--- config.mk ---
export PLATFORM = sky130hd
export DESIGN_NAME = regfile_access_ctrl_flat
export DESIGN_NICKNAME = d
export VERILOG_FILES = /design/src/rtl/regfile_access_ctrl_if.sv /design/src/rtl/regfile_access_ctrl.sv /design/src/flat_wrapper.sv
export SDC_FILE = /design/constraint.sdc
export NUM_CORES = 1
export LEC_CHECK = 0
export ABC_AREA = 1
export CAP_MARGIN = 30
export CORE_MARGIN = 2
export CORE_UTILIZATION = 40
export CTS_CLUSTER_DIAMETER = 150
export CTS_CLUSTER_SIZE = 16
export DETAILED_ROUTE_END_ITERATION = 10
export PLACE_DENSITY = 0.93
export SLEW_MARGIN = 5
export SYNTH_ARGS = -nofsm -noshare
export SYNTH_HDL_FRONTEND = slang
export SYNTH_SLANG_ARGS = --single-unit
--- constraint.sdc ---
create_clock -name clk -period 2.7 [get_ports clk]
set_input_delay 0.675 -clock clk [delete_from_list [all_inputs] [get_ports clk]]
set_output_delay 0.675 -clock clk [all_outputs]
set_load 0.03 [all_outputs]
--- src/rtl/regfile_access_ctrl_if.sv ---
// rtl/regfile_access_ctrl_if.sv - bus bundle for the register file access controller
interface regfile_access_ctrl_if;
  logic        cpu_we;
  logic [4:0]  cpu_waddr;
  logic [31:0] cpu_wdata;
  logic        io_req;
  logic [4:0]  io_waddr;
  logic [31:0] io_wdata;
  logic        io_ack;
  logic        cpu_stall;
  logic        rf_we;
  logic [4:0]  rf_waddr;
  logic [31:0] rf_wdata;
  logic        dbg_mode;
  logic        dbg_btn;
  logic [4:0]  dbg_sel;
  logic [4:0]  dbg_raddr;
  logic [31:0] dbg_rdata;
  logic [31:0] dbg_value;
  logic        dbg_valid;

  modport slave (
    input  cpu_we, cpu_waddr, cpu_wdata, io_req, io_waddr, io_wdata,
    input  dbg_mode, dbg_btn, dbg_sel, dbg_rdata,
    output io_ack, cpu_stall, rf_we, rf_waddr, rf_wdata,
    output dbg_raddr, dbg_value, dbg_valid
  );

  modport master (
    output cpu_we, cpu_waddr, cpu_wdata, io_req, io_waddr, io_wdata,
    output dbg_mode, dbg_btn, dbg_sel, dbg_rdata,
    input  io_ack, cpu_stall, rf_we, rf_waddr, rf_wdata,
    input  dbg_raddr, dbg_value, dbg_valid
  );
endinterface

--- src/rtl/regfile_access_ctrl.sv ---
// rtl/regfile_access_ctrl.sv - register file write-port arbiter and debug readout sequencer
module regfile_access_ctrl #(
  parameter int MAX_WAIT        = 4,
  parameter int DEBOUNCE_CYCLES = 100000
) (
  input logic                  clk,
  input logic                  rstn,
  regfile_access_ctrl_if.slave bus
);
  localparam int WCW = $clog2(MAX_WAIT + 1);
  localparam int DCW = $clog2(DEBOUNCE_CYCLES + 1);

  typedef enum logic [1:0] {W_IDLE, W_WAIT, W_STALL, W_ACK} wr_state_t;
  typedef enum logic {D_IDLE, D_READ} dbg_state_t;

  wr_state_t       wr_state;
  logic [WCW-1:0]  wait_cnt;
  logic [WCW-1:0]  cpu_next_cnt;
  logic            stall_due;
  logic            io_ack_q;
  logic            cpu_stall_q;
  logic            grant_io;
  logic            sel_we;
  logic [4:0]      sel_addr;
  logic [31:0]     sel_data;

  always_comb begin
    grant_io = 1'b0;
    case (wr_state)
      W_IDLE, W_WAIT: grant_io = bus.io_req && !bus.cpu_we;
      W_STALL:        grant_io = 1'b1;
      default:        grant_io = 1'b0;
    endcase
    sel_we   = grant_io ? 1'b1 : bus.cpu_we;
    sel_addr = grant_io ? bus.io_waddr : bus.cpu_waddr;
    sel_data = grant_io ? bus.io_wdata : bus.cpu_wdata;
  end

  // The count after this CPU grant; a fresh conflict in IDLE is the first blocked cycle.
  assign cpu_next_cnt = (wr_state == W_IDLE) ? WCW'(1) : wait_cnt + WCW'(1);
  assign stall_due    = (cpu_next_cnt == WCW'(MAX_WAIT - 1));

  // Write port is held quiet while reset is asserted, even with requests pending.
  assign bus.rf_we     = rstn && sel_we && (sel_addr != 5'd0);
  assign bus.rf_waddr  = rstn ? sel_addr : 5'd0;
  assign bus.rf_wdata  = rstn ? sel_data : 32'd0;
  assign bus.io_ack    = io_ack_q;
  assign bus.cpu_stall = cpu_stall_q;

  always_ff @(posedge clk or negedge rstn) begin
    if (!rstn) begin
      wr_state    <= W_IDLE;
      wait_cnt    <= '0;
      io_ack_q    <= 1'b0;
      cpu_stall_q <= 1'b0;
    end else begin
      io_ack_q    <= 1'b0;
      cpu_stall_q <= 1'b0;
      case (wr_state)
        W_IDLE, W_WAIT: begin
          if (!bus.io_req) begin
            wr_state <= W_IDLE;
          end else if (!bus.cpu_we) begin
            wr_state <= W_ACK;
            io_ack_q <= 1'b1;
          end else begin
            wait_cnt <= cpu_next_cnt;
            if (stall_due) begin
              wr_state    <= W_STALL;
              cpu_stall_q <= 1'b1;
            end else begin
              wr_state <= W_WAIT;
            end
          end
        end
        W_STALL: begin
          wr_state <= W_ACK;
          io_ack_q <= 1'b1;
        end
        default: wr_state <= W_IDLE;
      endcase
    end
  end

  logic [1:0]     btn_sync;
  logic [DCW-1:0] db_cnt;
  logic           db_level;
  logic           db_prev;

  always_ff @(posedge clk or negedge rstn) begin
    if (!rstn) begin
      btn_sync <= 2'b00;
      db_cnt   <= '0;
      db_level <= 1'b0;
      db_prev  <= 1'b0;
    end else begin
      btn_sync <= {btn_sync[0], bus.dbg_btn};
      db_prev  <= db_level;
      if (btn_sync[1] != db_level) begin
        if (db_cnt == DCW'(DEBOUNCE_CYCLES - 1)) begin
          db_level <= btn_sync[1];
          db_cnt   <= '0;
        end else begin
          db_cnt <= db_cnt + DCW'(1);
        end
      end else begin
        db_cnt <= '0;
      end
    end
  end

  dbg_state_t  dbg_state;
  logic [4:0]  dbg_raddr_q;
  logic [31:0] dbg_value_q;
  logic        dbg_valid_q;

  assign bus.dbg_raddr = dbg_raddr_q;
  assign bus.dbg_value = dbg_value_q;
  assign bus.dbg_valid = dbg_valid_q;

  // Edge detection runs regardless of mode, so a button already held when mode rises never fires.
  always_ff @(posedge clk or negedge rstn) begin
    if (!rstn) begin
      dbg_state   <= D_IDLE;
      dbg_raddr_q <= 5'd0;
      dbg_value_q <= 32'd0;
      dbg_valid_q <= 1'b0;
    end else begin
      dbg_valid_q <= 1'b0;
      if (!bus.dbg_mode) begin
        dbg_state   <= D_IDLE;
        dbg_value_q <= 32'd0;
      end else begin
        case (dbg_state)
          D_IDLE: begin
            if (db_level && !db_prev) begin
              dbg_raddr_q <= bus.dbg_sel;
              dbg_state   <= D_READ;
            end
          end
          default: begin
            dbg_value_q <= bus.dbg_rdata;
            dbg_valid_q <= 1'b1;
            dbg_state   <= D_IDLE;
          end
        endcase
      end
    end
  end
endmodule

--- src/flat_wrapper.sv ---
// flat-port wrapper written by rule: the top's interface ports become plain ports
module regfile_access_ctrl_flat 
#(
  parameter int MAX_WAIT        = 4,
  parameter int DEBOUNCE_CYCLES = 100000
)
  (clk, rstn, bus_cpu_we, bus_cpu_waddr, bus_cpu_wdata, bus_io_req, bus_io_waddr, bus_io_wdata, bus_dbg_mode, bus_dbg_btn, bus_dbg_sel, bus_dbg_rdata, bus_io_ack, bus_cpu_stall, bus_rf_we, bus_rf_waddr, bus_rf_wdata, bus_dbg_raddr, bus_dbg_value, bus_dbg_valid);
  regfile_access_ctrl_if bus_i ();
  input logic clk;
  input logic rstn;
  input wire logic [$bits(bus_i.cpu_we)-1:0] bus_cpu_we;
  input wire logic [$bits(bus_i.cpu_waddr)-1:0] bus_cpu_waddr;
  input wire logic [$bits(bus_i.cpu_wdata)-1:0] bus_cpu_wdata;
  input wire logic [$bits(bus_i.io_req)-1:0] bus_io_req;
  input wire logic [$bits(bus_i.io_waddr)-1:0] bus_io_waddr;
  input wire logic [$bits(bus_i.io_wdata)-1:0] bus_io_wdata;
  input wire logic [$bits(bus_i.dbg_mode)-1:0] bus_dbg_mode;
  input wire logic [$bits(bus_i.dbg_btn)-1:0] bus_dbg_btn;
  input wire logic [$bits(bus_i.dbg_sel)-1:0] bus_dbg_sel;
  input wire logic [$bits(bus_i.dbg_rdata)-1:0] bus_dbg_rdata;
  output wire logic [$bits(bus_i.io_ack)-1:0] bus_io_ack;
  output wire logic [$bits(bus_i.cpu_stall)-1:0] bus_cpu_stall;
  output wire logic [$bits(bus_i.rf_we)-1:0] bus_rf_we;
  output wire logic [$bits(bus_i.rf_waddr)-1:0] bus_rf_waddr;
  output wire logic [$bits(bus_i.rf_wdata)-1:0] bus_rf_wdata;
  output wire logic [$bits(bus_i.dbg_raddr)-1:0] bus_dbg_raddr;
  output wire logic [$bits(bus_i.dbg_value)-1:0] bus_dbg_value;
  output wire logic [$bits(bus_i.dbg_valid)-1:0] bus_dbg_valid;
  assign bus_i.cpu_we = bus_cpu_we;
  assign bus_i.cpu_waddr = bus_cpu_waddr;
  assign bus_i.cpu_wdata = bus_cpu_wdata;
  assign bus_i.io_req = bus_io_req;
  assign bus_i.io_waddr = bus_io_waddr;
  assign bus_i.io_wdata = bus_io_wdata;
  assign bus_i.dbg_mode = bus_dbg_mode;
  assign bus_i.dbg_btn = bus_dbg_btn;
  assign bus_i.dbg_sel = bus_dbg_sel;
  assign bus_i.dbg_rdata = bus_dbg_rdata;
  assign bus_io_ack = bus_i.io_ack;
  assign bus_cpu_stall = bus_i.cpu_stall;
  assign bus_rf_we = bus_i.rf_we;
  assign bus_rf_waddr = bus_i.rf_waddr;
  assign bus_rf_wdata = bus_i.rf_wdata;
  assign bus_dbg_raddr = bus_i.dbg_raddr;
  assign bus_dbg_value = bus_i.dbg_value;
  assign bus_dbg_valid = bus_i.dbg_valid;
  regfile_access_ctrl #(.MAX_WAIT(MAX_WAIT), .DEBOUNCE_CYCLES(DEBOUNCE_CYCLES)) u_core (.clk(clk), .rstn(rstn), .bus(bus_i));
endmodule
==> results_dict.tcl <==
set metrics [dict create \
    ys_seq_area_frac 0.493 \
    worst_pin_slew_ns 0.743 \
    antenna_cells 0 \
    synth_adder_area_share 0.00736 \
    vdd_drop_max_v 0.000464 \
    synthesis.nets 523 \
    max_slew_margin 0.504 \
    n_fill_cell 550 \
    finalSetupViolCount 0 \
    syn2layout_area_growth_pct 67.9 \
    fin_ws_ns 0.198 \
    antenna_found_initial 0 \
    max_freq_mhz 400 \
    ys_warn_count 0 \
    fin_skew_ns 0.00621 \
    synth_compound_area_frac 0.147 \
    period_minus_slack_ns 2.50 \
    crit_type "in -> out" \
    die_area_um2 9250 \
    power.total_uw 3550 \
    worstSetupStartpointType "primary input" \
    cap_violations 0 \
    cts_buffer_depth 2 \
    dieHeight_um 96.2 \
    ant_nets 0 \
    rsz0062_at_grt "no" \
    post_dp_cell_area_um2 5430 \
    core-area_um2 8220 \
    grt_start_max_net_pins 62 \
    start_util 0.414 \
    final_cell_area_um2 5710 \
    setup-tns-final_ns 0 \
    cts_buffers 9 \
    postCtsSetupBuffers 0 \
    cts_sinks 67 \
    synth_area_um2 3400 \
    synthSimpleGateAreaFrac 0.254 \
    final_layout_size_suffix_gt1_frac 0.147 \
    pre_cts_slack_ns -0.0683 \
    syn_inst 404 \
    muxShareOfSynthArea 0.00331 \
    cp_data_arrival_time_ns 1.83 \
    h-tree-depth 3 \
    leakage_uw 0.00267 \
    min_period_over_period 0.927 \
    die-width_um 96.2 \
    grt_pass1_wl_mm 18.0 \
    pwr_density_cell_nw_per_um2 623 \
    synth-seq-cells 67 \
    avgSynthCellArea_um2 8.41 \
    grt-ovfl-total 0 \
    final_core_util 0.694 \
    clk_pin_slew_ns 0.07 \
    postCtsHoldBufs 0 \
    viasPerCell 5.11 \
    drc 0 \
    worstPathRequired_ns 2.03 \
    synth_top_family_by_area "simple AND/OR/NAND/NOR gates" \
    place_congestion 0.872 \
    status "finished clean" \
    cts_root_buffer "clkbuf_8" \
    rows 33 \
    gr-usage-all-layers 0.256 \
    first_iter_violations 219 \
    final_max_slew_viol_count 0 \
    ys_types 30 \
    dpl.hpwl_mm 8.65 \
    hold_viol_final 0 \
    cp-end-kind "output port" \
    final_nets 727 \
    cts_tree "yes" \
    synth-xor-area-share 0.0254 \
    cp_max_fo 2 \
    wirelength_mm 11.6 \
    via_count 3672 \
    ioPinCount 195 \
    portBuffers 194 \
    first_pass_iters 5 \
    first_global_vias 3773 \
    clock_latency_ns 0.34 \
    avgRoutedWirePerCell_um 16.2 \
    hp-class "in -> async" \
]
-- logic make-up (layout without fill, tap and decap cells) --
logic type | count (synthesis) | count (layout)
simple gates | 199 | 199
flops | 67 | 67
xor+xnor | 9 | 9
fa+ha+maj | 2 | 2
mux | 1 | 1
compound gates | 76 | 76
buf+inv | 50 | 259
-- cell type report --
type / instances / area (um^2) / share of cell area
clock buffers: 10 / 128 / 0.0224
clock inverters: 6 / 138 / 0.0241
inverters: 34 / 130 / 0.0228
multi-input cells: 287 / 1490 / 0.261
flip-flops and latches: 67 / 1680 / 0.294
well taps: 105 / 131 / 0.0230
repair buffers: 209 / 2010 / 0.353
-- worst max-delay path: stages --
cell and delay (ns):
clkdlybuf4s50_1 0.45, nand3b_1 0.18, nand2_1 0.09, nand2_1 0.07
nor2_1 0.13, nor2_1 0.05, buf_4 0.16
-- state kept, by name, indices dropped and copies added (netlist names) --
| register | flops |
|---|---|
| u_core.bus.dbg_value | 32 |
| u_core.db_prev | 1 |
| u_core.bus.cpu_stall | 1 |
| u_core.bus.dbg_valid | 1 |
| u_core.bus.dbg_raddr | 5 |
| u_core.dbg_state | 1 |
| u_core.db_cnt | 17 |
| u_core.db_level | 1 |
| u_core.wait_cnt | 3 |
| u_core.wr_state | 2 |
| u_core.bus.io_ack | 1 |
| u_core.btn_sync | 2 |
-- stage by stage --
step,hold slack [ns],instances
2_1_floorplan,0.331,404
6_report,0.220,718
3_3_place_gp,0.337,702
3_5_place_dp,0.360,702
5_1_grt,0.208,718
4_1_cts,0.209,718
-- synth_stat cells --
library cell	count	area share
buf_6	4	0.013
mux2_2	1	0.0033
o21ai_0	8	0.012
inv_2	3	0.0033
nor2_4	2	0.0066
nor2_1	105	0.12
xnor2_1	3	0.0077
a21oi_1	7	0.010
nand3_1	14	0.021
nor3b_1	2	0.0044
nor2_2	4	0.0074
o21ai_1	29	0.043
buf_2	6	0.0088
ha_1	2	0.0074
xnor2_2	1	0.0048
a22o_1	32	0.082
clkbuf_1	3	0.0033
nor3_1	5	0.0074
dfrtp_1	67	0.49
nand2_4	1	0.0033
nor4_1	1	0.0018
inv_1	31	0.034
nand3b_1	3	0.0066
nand2_1	53	0.059
nand4_1	1	0.0018
nor3_2	1	0.0029
nand3_4	1	0.0052
buf_4	3	0.0066
nand2_2	6	0.011
xor2_1	5	0.013
-- cells in the final DEF, fill, tap and decap left out, drive strengths merged, types with 2 or more instances in the layout --
cell type | netlist | routed
xnor2 | 4 | 4
a22o | 32 | 32
bufinv | 0 | 4
nor2 | 111 | 111
nand3b | 3 | 3
nor3b | 2 | 2
xor2 | 5 | 5
clkinv | 0 | 2
inv | 34 | 34
o21ai | 37 | 37
a21oi | 7 | 7
dfrtp | 67 | 67
nand3 | 15 | 15
nand2 | 60 | 60
nor3 | 6 | 6
ha | 2 | 2
buf | 13 | 54
clkbuf | 3 | 10
clkdlybuf4s50 | 0 | 153
-- what timing repair did --
action / 4_1_cts / 5_1_grt
gates resized for setup: 4 / 2
pin swaps: 2 / 3
setup endpoints to repair: 32 / 35
-- final timing paths --
check	startpoint	endpoint	slack [ns]	cells past startpoint
setup / recovery	bus_cpu_waddr[2]	bus_rf_we	0.20	7
hold / removal	rstn	u_core.db_cnt[3]	0.22	1
setup reg to reg	u_core.db_cnt[0]	u_core.db_cnt[16]	1.15	10
hold reg to reg	u_core.btn_sync[0]	u_core.btn_sync[1]	0.37	0
max in group asynchronous	rstn	u_core.wr_state[0]	1.44	2
min in group clk	u_core.btn_sync[0]	u_core.btn_sync[1]	0.37	0
-- metal layers --
metal | GRT usage | up-vias | part of all wire
met5 | 0 | - | 0
met4 | 0.102 | 0 | 0.032
met3 | 0.0642 | 36 | 0.052
met2 | 0.476 | 142 | 0.56
met1 | 0.276 | 1769 | 0.35
li1 | - | 1725 | -
-- power by group --
group	leakage (uW)	internal (uW)	switching [uW]
clock network	0.000131	710	391
logic	0.00162	568	793
registers	0.000918	1050	38.2
Note: power is estimated with default switching activity, not from simulation.
